`config.mk`:
```
export PLATFORM = sky130hd
export DESIGN_NAME = mem_arbiter_rr
export DESIGN_NICKNAME = d
export VERILOG_FILES = /design/src/rtl/mem_arbiter_pkg.sv /design/src/rtl/mem_arbiter_rr_pick.sv /design/src/rtl/mem_arbiter_rr.sv
export SDC_FILE = /design/constraint.sdc
export NUM_CORES = 1
export LEC_CHECK = 0
export CELL_PAD_IN_SITES_DETAIL_PLACEMENT = 1
export CELL_PAD_IN_SITES_GLOBAL_PLACEMENT = 2
export CORE_MARGIN = 2
export CORE_UTILIZATION = 21
export CTS_BUF_LIST = sky130_fd_sc_hd__clkbuf_8
export DETAILED_ROUTE_END_ITERATION = 12
export GPL_TIMING_DRIVEN = 0
export PLACE_DENSITY_LB_ADDON = 0.1
export SLEW_MARGIN = 20
export SYNTH_ARGS = -nofsm -noshare
export SYNTH_HDL_FRONTEND = slang
export SYNTH_SLANG_ARGS = --single-unit
```
`constraint.sdc`:
```
create_clock -name clk -period 8.4 [get_ports clk]
set_input_delay 1.68 -clock clk [delete_from_list [all_inputs] [get_ports clk]]
set_output_delay 1.68 -clock clk [all_outputs]
set_load 0.01 [all_outputs]
```
`src/rtl/mem_arbiter_pkg.sv`:
```
// Shared types and helpers for the round-robin memory arbiter.
// Holds the arbitration mode encoding and the requester-index width helper.
package mem_arbiter_pkg;

  typedef enum logic {
    FREE   = 1'b0,
    LOCKED = 1'b1
  } arb_state_e;

  // Width of a requester index; never narrower than one bit.
  function automatic int idx_nbits(input int n);
    return (n > 1) ? $clog2(n) : 1;
  endfunction

endpackage

```
`src/rtl/mem_arbiter_rr_pick.sv`:
```
// Rotating priority search: first set request at or after ptr, wrapping modulo p_nreqs.
// p_nreqs is a power of two, so the index addition wraps on its own.
module rr_pick
  import mem_arbiter_pkg::*;
#(
  parameter int p_nreqs     = 4,
  parameter int p_idx_nbits = idx_nbits(p_nreqs)
) (
  input  logic [p_nreqs-1:0]     req,
  input  logic [p_idx_nbits-1:0] ptr,
  output logic [p_idx_nbits-1:0] winner,
  output logic                   found
);

  logic [p_idx_nbits-1:0] idx;

  always_comb begin
    winner = '0;
    found  = 1'b0;
    idx    = '0;
    for (int k = 0; k < p_nreqs; k++) begin
      idx = ptr + p_idx_nbits'(k);
      if (!found && req[idx]) begin
        winner = idx;
        found  = 1'b1;
      end
    end
  end

endmodule

```
`src/rtl/mem_arbiter_rr.sv`:
```
// Round-robin arbiter sharing one single-port memory between p_nreqs requesters,
// with bounded lock bursts. Optional stall counter under MEM_ARBITER_RR_STATS_EN.
module mem_arbiter_rr
  import mem_arbiter_pkg::*;
#(
  parameter int p_nreqs      = 4,
  parameter int p_addr_nbits = 4,
  parameter int p_data_nbits = 8,
  parameter int p_max_burst  = 4
) (
  input  logic                              clk,
  input  logic                              reset,
  input  logic [p_nreqs-1:0]                req,
  input  logic [p_nreqs-1:0]                req_lock,
  input  logic [p_nreqs-1:0]                req_wen,
  input  logic [p_nreqs*p_addr_nbits-1:0]   req_addr,
  input  logic [p_nreqs*p_data_nbits-1:0]   req_wdata,
  output logic [p_nreqs-1:0]                grant,
  output logic [$clog2(p_nreqs)-1:0]        grant_id,
  output logic                              mem_en,
  output logic                              mem_wen,
  output logic [p_addr_nbits-1:0]           mem_addr,
  output logic [p_data_nbits-1:0]           mem_wdata
`ifdef MEM_ARBITER_RR_STATS_EN
  ,
  output logic [15:0]                       stall_count
`endif
);

  localparam int IW = idx_nbits(p_nreqs);
  localparam int BW = $clog2(p_max_burst + 1);
  localparam logic [BW-1:0] MAX_BURST = BW'(p_max_burst);

  arb_state_e    state_q, state_d;
  logic [IW-1:0] ptr_q, ptr_d;
  logic [IW-1:0] owner_q, owner_d;
  logic [BW-1:0] burst_q, burst_d;

  logic [IW-1:0] pick_idx;
  logic          pick_found;
  logic          owner_hold;
  logic [IW-1:0] win_idx;
  logic          win_valid;
  logic [BW-1:0] burst_try;

  rr_pick #(
    .p_nreqs     (p_nreqs),
    .p_idx_nbits (IW)
  ) u_pick (
    .req    (req),
    .ptr    (ptr_q),
    .winner (pick_idx),
    .found  (pick_found)
  );

  // A locked owner that drops req loses the lock in the same cycle.
  assign owner_hold = (state_q == LOCKED) && req[owner_q];
  assign win_idx    = owner_hold ? owner_q : pick_idx;
  assign win_valid  = owner_hold || pick_found;

  // Decode the winner into a one-hot grant and mux its memory request.
  always_comb begin
    // NOTE: every output of a combinational block gets a default first so no latch is inferred.
    grant     = '0;
    mem_wen   = 1'b0;
    mem_addr  = '0;
    mem_wdata = '0;
    for (int i = 0; i < p_nreqs; i++) begin
      if (win_valid && (win_idx == IW'(i))) begin
        grant[i]  = 1'b1;
        mem_wen   = req_wen[i];
        mem_addr  = req_addr[i*p_addr_nbits +: p_addr_nbits];
        mem_wdata = req_wdata[i*p_data_nbits +: p_data_nbits];
      end
    end
  end

  assign mem_en   = win_valid;
  assign grant_id = win_valid ? win_idx : '0;

  always_comb begin
    state_d   = FREE;
    ptr_d     = ptr_q;
    owner_d   = owner_q;
    burst_d   = '0;
    burst_try = owner_hold ? (burst_q + BW'(1)) : BW'(1);
    if (win_valid) begin
      if (req_lock[win_idx] && (burst_try < MAX_BURST)) begin
        state_d = LOCKED;
        owner_d = win_idx;
        burst_d = burst_try;
      end else begin
        ptr_d = win_idx + IW'(1);
      end
    end
  end

  always_ff @(posedge clk) begin
    // NOTE: sequential state uses non-blocking assignments so all registers update together.
    if (reset) begin
      state_q <= FREE;
      ptr_q   <= '0;
      owner_q <= '0;
      burst_q <= '0;
    end else begin
      state_q <= state_d;
      ptr_q   <= ptr_d;
      owner_q <= owner_d;
      burst_q <= burst_d;
    end
  end

`ifdef MEM_ARBITER_RR_STATS_EN
  logic        stall;
  logic [15:0] stall_q;

  // Any requester left waiting this cycle, locked burst or not.
  assign stall = |(req & ~grant);

  always_ff @(posedge clk) begin
    if (reset) begin
      stall_q <= '0;
    end else if (stall && (stall_q != 16'hFFFF)) begin
      stall_q <= stall_q + 16'd1;
    end
  end

  assign stall_count = stall_q;
`endif

endmodule

```
==> Word level (Yosys, flattened, before mapping) <==
Cells that the tools add are included.
{ "totals": {"mem_count": 0, "out_inout_bits": 20, "ramBits": 0, "elab_cells": 79, "mem_bits_ro": 0, "inputBits": 62, "register_bits": 8, "latchBits": 0} }
{ "classes": {"n_addsub": 5, "multipliers": 0, "shift": 0, "reduce_logical": 18, "div_mod_pow": 0, "mux": 40, "order_cmp": 7, "bitwise_logic": 2, "n_eq_ne": 3} }
{ "ops": {"columns": ["op", "n"], "rows": [
  ["$mux W8", 4],
  ["$mux W1", 19],
  ["$lt A2 B3 Y1 const B", 6],
  ["$mux W4", 4],
  ["$bmux W1 S2", 6],
  ["$mux W2", 6],
  ["$logic_and A1 B1 Y1", 9],
  ["$add A2 B1 Y2 const B", 2],
  ["$add A2 B2 Y2 const B", 2],
  ["$eq A2 B2 Y1 const B", 2],
  ["$reduce_and A2 Y1", 2],
  ["$add A3 B1 Y3 const B", 1],
  ["$logic_not A1 Y1", 3],
  ["$lt A3 B3 Y1 const B", 1],
  ["$mux W3", 1],
  ["$reduce_or A3 Y1", 1],
  ["$eq A2 B1 Y1 const B", 1],
  ["$logic_not A2 Y1", 1],
  ["$not A1 Y1", 2],
  ["$reduce_or A2 Y1", 1],
  ["$logic_or A1 B1 Y1", 1]
]} }

==> Longest topological paths before layout <==
{ "logic_depth": {"ltp_word": 19, "depth_mapped": 12, "depth_no_buf": 9} }

==> Cells and area by module <==
Synthesis repeated with hierarchy kept, for this count alone.
{ "unflattened": {"cells_unflattened": 164, "area_unflattened_um2": 1107.3} }
{ "by_module_without_submodules": {"columns": ["mod", "area_each_um2", "seq_area_each_um2", "n_inst", "cells_each"], "rows": [
  ["mem_arbiter_rr", 1029.7, 160.2, 1, 149],
  ["rr_pick", 77.6, 0.0, 1, 15]
]} }

==> Least setup slack after synthesis <==
No wires, ideal clock.
{ "synth_path": {"kind": "input to output", "from": "in req[2]", "to": "out mem_addr[0]", "t_arrival_ns": 3.917, "cell_stages": 10, "slack_ns": 2.803, "n_path_buf": 2, "required_time_ns": 6.720, "cell_sequence": "buf_2 -> mux2_4 -> a211o_1 -> o31ai_4 -> inv_2 -> ha_1 -> nand2_1 -> clkbuf_1 -> o211ai_1 -> o211ai_1"} }
{ "synth_via": {"elab_chain_len": 19, "elab_cells_between_ends": 39, "cone_classes": "eq/ne (3); mux (23); reduce/logical (13)"} }
{ "synth_rtl": {"columns": ["item", "line_no", "source"], "rows": [
  ["start: declaration", "mem_arbiter_rr.sv:13", "input logic [p_nreqs-1:0] req,"],
  ["$bmux W1 S2", "mem_arbiter_rr_pick.sv:23", "if (!found && req[idx]) begin"],
  ["$mux W1 (not written as such)", "mem_arbiter_rr_pick.sv:23", null],
  ["$mux W1", "mem_arbiter_rr_pick.sv:23", null],
  ["$logic_not A1 Y1", "mem_arbiter_rr_pick.sv:23", null],
  ["$logic_and A1 B1 Y1", "mem_arbiter_rr_pick.sv:23", null],
  ["$mux W1", "mem_arbiter_rr_pick.sv:23", null],
  ["$logic_not A1 Y1", "mem_arbiter_rr_pick.sv:23", null],
  ["$logic_and A1 B1 Y1", "mem_arbiter_rr_pick.sv:23", null],
  ["(+2 left out)", null, null],
  ["$logic_and A1 B1 Y1", "mem_arbiter_rr_pick.sv:23", null],
  ["$mux W2", "mem_arbiter_rr_pick.sv:23", null],
  ["$mux W2 *", "mem_arbiter_rr.sv:58", "assign win_idx = owner_hold ? owner_q : pick_idx;"],
  ["via win_idx[0]", "mem_arbiter_rr.sv:42", "logic [IW-1:0] win_idx;"],
  ["$logic_not A2 Y1", "mem_arbiter_rr.sv:69", "if (win_valid && (win_idx == IW'(i))) begin"],
  ["$logic_and A1 B1 Y1", "mem_arbiter_rr.sv:69", null],
  ["$mux W4 (3 in a row)", "mem_arbiter_rr.sv:69", null],
  ["$mux W4 *", "mem_arbiter_rr.sv:69", null],
  ["end: declaration", "mem_arbiter_rr.sv:22", "output logic [p_addr_nbits-1:0] mem_addr,"]
]} }
Mark *: on every way through the listed nets, which the timed path passes. The rest lies on a longest branch. The select of a mux whose other input is x is not followed.

==> Worst setup path in the final report <==
{ "layout_path": {"from": "in req[0]", "to": "out mem_wdata[4]"} }
{ "layout_via": {"elab_chain_len": 19, "elab_cells_between_ends": 39, "cone_classes": "eq/ne (3); mux (23); reduce/logical (13)"} }
{ "layout_rtl": {"columns": ["item", "line_no", "source"], "rows": [
  ["$bmux W1 S2", "mem_arbiter_rr_pick.sv:23", null],
  ["$mux W1 (not written as such)", "mem_arbiter_rr_pick.sv:23", null],
  ["$mux W1", "mem_arbiter_rr_pick.sv:23", null],
  ["$logic_not A1 Y1", "mem_arbiter_rr_pick.sv:23", null],
  ["$logic_and A1 B1 Y1", "mem_arbiter_rr_pick.sv:23", null],
  ["$mux W1", "mem_arbiter_rr_pick.sv:23", null],
  ["$logic_not A1 Y1", "mem_arbiter_rr_pick.sv:23", null],
  ["$logic_and A1 B1 Y1", "mem_arbiter_rr_pick.sv:23", null],
  ["(+2 left out)", null, null],
  ["$logic_and A1 B1 Y1", "mem_arbiter_rr_pick.sv:23", null],
  ["$mux W2", "mem_arbiter_rr_pick.sv:23", null],
  ["$mux W2 *", "mem_arbiter_rr.sv:58", null],
  ["via win_idx[0]", "mem_arbiter_rr.sv:42", null],
  ["$logic_not A2 Y1", "mem_arbiter_rr.sv:69", null],
  ["$logic_and A1 B1 Y1", "mem_arbiter_rr.sv:69", null],
  ["$mux W8 (3 in a row)", "mem_arbiter_rr.sv:69", null],
  ["$mux W8 *", "mem_arbiter_rr.sv:69", null],
  ["end: declaration", "mem_arbiter_rr.sv:23", "output logic [p_data_nbits-1:0] mem_wdata"]
]} }
Marks and branches as above.

==> run summary <==
Outcome = finished, final reports clean
Synthesis-to-finish area growth = 70.1%
Clk Latency, worst-skew pair = 0.23 ns
Mapped Area = 1320 um^2
Crit path time final = 7.02 ns
All-Layer GR Usage = 16.1%
Slowest CP cell = clkdlybuf4s50_1
Gpl congestion = 0.723
Die W = 83.3 um
Rows = 28
Final Hold Viols = 0
Max VDD drop = 0.138 mV
Initial antenna violation count = 0
WP data arrival = 5.34 ns
First-pass GRT wire length = 9.13 mm
Synth Flop Type = dfxtp_1
WHS = 0.507 ns
Vias = 1700
Drt pass-1 iters = 4
Post-Syn Instances = 173
Fraction of registers with async set/reset = 0%
Leak = 0.772 nW
Die H = 83.3 um
Remaining Overflow, GRT = 0
Die Area = 6940 um^2
Clk buf depth = 2
Synth Area per Inst = 7.64 um^2
Initial Util = 22.1%
Synth Warn # = 0
Final Cycle Share = 83.6%
Setup TNS = 0 ns
Clk_skew = 0.00295 ns
Initial DRC Count = 52
RSZ-0062 raised after global routing = no
Worst-case headroom to the max-slew limit = 59.3%
Cell-by-cell trace of the critical path = clkdlybuf4s50_1 -> mux2_4 -> a211o_1 -> o31ai_4 -> inv_2 -> ha_1 -> nand2_1 -> clkbuf_1 -> o211ai_1 -> o211ai_1 -> clkdlybuf4s50_1
Maxcap violations = 0
Net Count, Synth = 238
FMAX = 0.142 GHz
CTS Buf Count = 3
PortBufs = 79
Final #Nets = 322
I/O pins = 82
Routed wire per std cell = 17.0 um
Vias in the first global route = 1742
H-tree depth = 1
PD cells = 306 nW/um^2
Post-CTS setup repair buffer count = 0
Startpoint types = primary input
Slowest stage delay, CP = 0.58 ns
Critical path class = primary input to output port
Ant. Diodes = 0
Hold Crit Class = flip-flop to flip-flop
Post-synth EDFFs = 0
DRT Wirelength = 5.60 mm
Crit end category = output port
Root buf cell = clkbuf_8
Largest net degree at the start of global routing = 11
Layout cells sized above 1 = 11.0%
Clock transition at path regs = 0.04 ns
CTS tree = done
Sequential area share after synthesis = 12.1%
CTS sink cnt = 8
Via density = 5.15
ANT nets after route = 0
Final Power = 0.688 mW
Post-CTS sizing = 0
Tightest Pin Transition = 0.607 ns
# DRC = 0
Synth unique cells = 49
Setup violators final = 0
Worst Path Required = 6.72 ns
CP max FO = 10
Post-DP HPWL = 4.52 mm
Final Max Slew Viols = 0
# hold bufs at CTS = 0
Core area = 5990 um^2
Yosys reg bits = 8
[metal layers]
layer,GRT usage [%],share of wire [%],up-vias
met2,26.8,47,57
met1,22.0,47,792
met4,2.53,1.0,0
met5,0,0,-
li1,-,-,845
met3,2.88,4.8,6
[kinds of logic after synthesis]
logic type / synth area share (%)
AO/OA/AOI/OAI: 54.5
XOR/XNOR: 0.663
adder cells (fa/ha/maj): 2.84
buffers and inverters: 7.58
flip-flops: 12.1
multiplexers: 3.41
other: 0.284
AND/OR/NAND/NOR: 18.7
[synthesized netlist by cell type, types with 4 or more instances]
cell / number / area (um^2)
a21oi_1: 18 / 90.1
buf_2: 5 / 25.0
dfxtp_1: 8 / 160
o211ai_1: 39 / 293
o311a_1: 4 / 40.0
clkbuf_1: 5 / 18.8
nand2_1: 17 / 63.8
inv_1: 7 / 26.3
nor2_1: 15 / 56.3
[sequential cells by signal, indices dropped and copies added, names as in the netlist]
| register | count |
|---|---|
| burst_q | 3 |
| owner_q | 2 |
| ptr_q | 2 |
| state_q | 1 |
[path summary, 6_finish.rpt]
| kind | start | to | slack [ns] | cells past startpoint |
|---|---|---|---|---|
| min | burst_q[0]$_SDFF_PP0_ | burst_q[0]$_SDFF_PP0_ | 0.51 | 1 |
| max | req[0] | mem_wdata[4] | 1.38 | 11 |
| max reg2reg | owner_q[1]$_SDFFE_PP0P_ | owner_q[1]$_SDFFE_PP0P_ | 5.96 | 8 |
| min reg2reg | burst_q[0]$_SDFF_PP0_ | burst_q[0]$_SDFF_PP0_ | 0.51 | 1 |
[worst max-delay path, delay by kind of cell]
kind	cells	cell delay, ns
muxes	1	0.34
adders and majority gates	1	0.28
buffers and inverters	4	1.71
AOI/OAI and AO/OA	4	1.04
and+or+nand+nor	1	0.29
[report_power, final]
group / internal (mW) / switching [mW]
clock: 0.0311 / 0.0158
combinational: 0.285 / 0.294
sequential: 0.0498 / 0.0121
total: 0.366 / 0.322
[final cells by class]
cell class / count / area (um^2)
flip-flops and latches: 8 / 160
clock buffers: 3 / 41.3
multi-input cells: 143 / 1060
plain buffers: 13 / 66.3
well taps: 75 / 93.8
repair buffers: 79 / 791
inverters: 9 / 33.8
fillers: 731 / 3740
[placed cells by master, fill, tap and decap left out, types with 2 or more instances in the layout]
cell             instances
clkdlybuf4s50_1         79
o211ai_1                39
a21oi_1                 18
nand2_1                 17
nor2_1                  15
dfxtp_1                  8
inv_1                    7
buf_2                    5
clkbuf_1                 5
o311a_1                  4
mux2i_1                  3
a211o_1                  3
o31ai_1                  3
ha_1                     3
clkbuf_8                 3
nand2b_1                 2
nor2b_1                  2
o31ai_4                  2
inv_2                    2
o21a_1                   2
nor3_1                   2
a211oi_1                 2
[per-stage QoR]
| stage | util [%] | cells | cell area, um^2 | setup slack, ns |
|---|---|---|---|---|
| after floorplan | - | 173 | 1320 | 2.80 |
| after global placement | 36.8 | 327 | 2210 | 1.33 |
| after detailed placement | 36.8 | 327 | 2210 | 1.38 |
| after CTS | 37.5 | 330 | 2250 | 1.36 |
| after global routing | 37.5 | 330 | 2250 | 1.10 |
| final | 37.5 | 330 | 2250 | 1.38 |
Note: power is estimated with default switching activity, not from simulation.
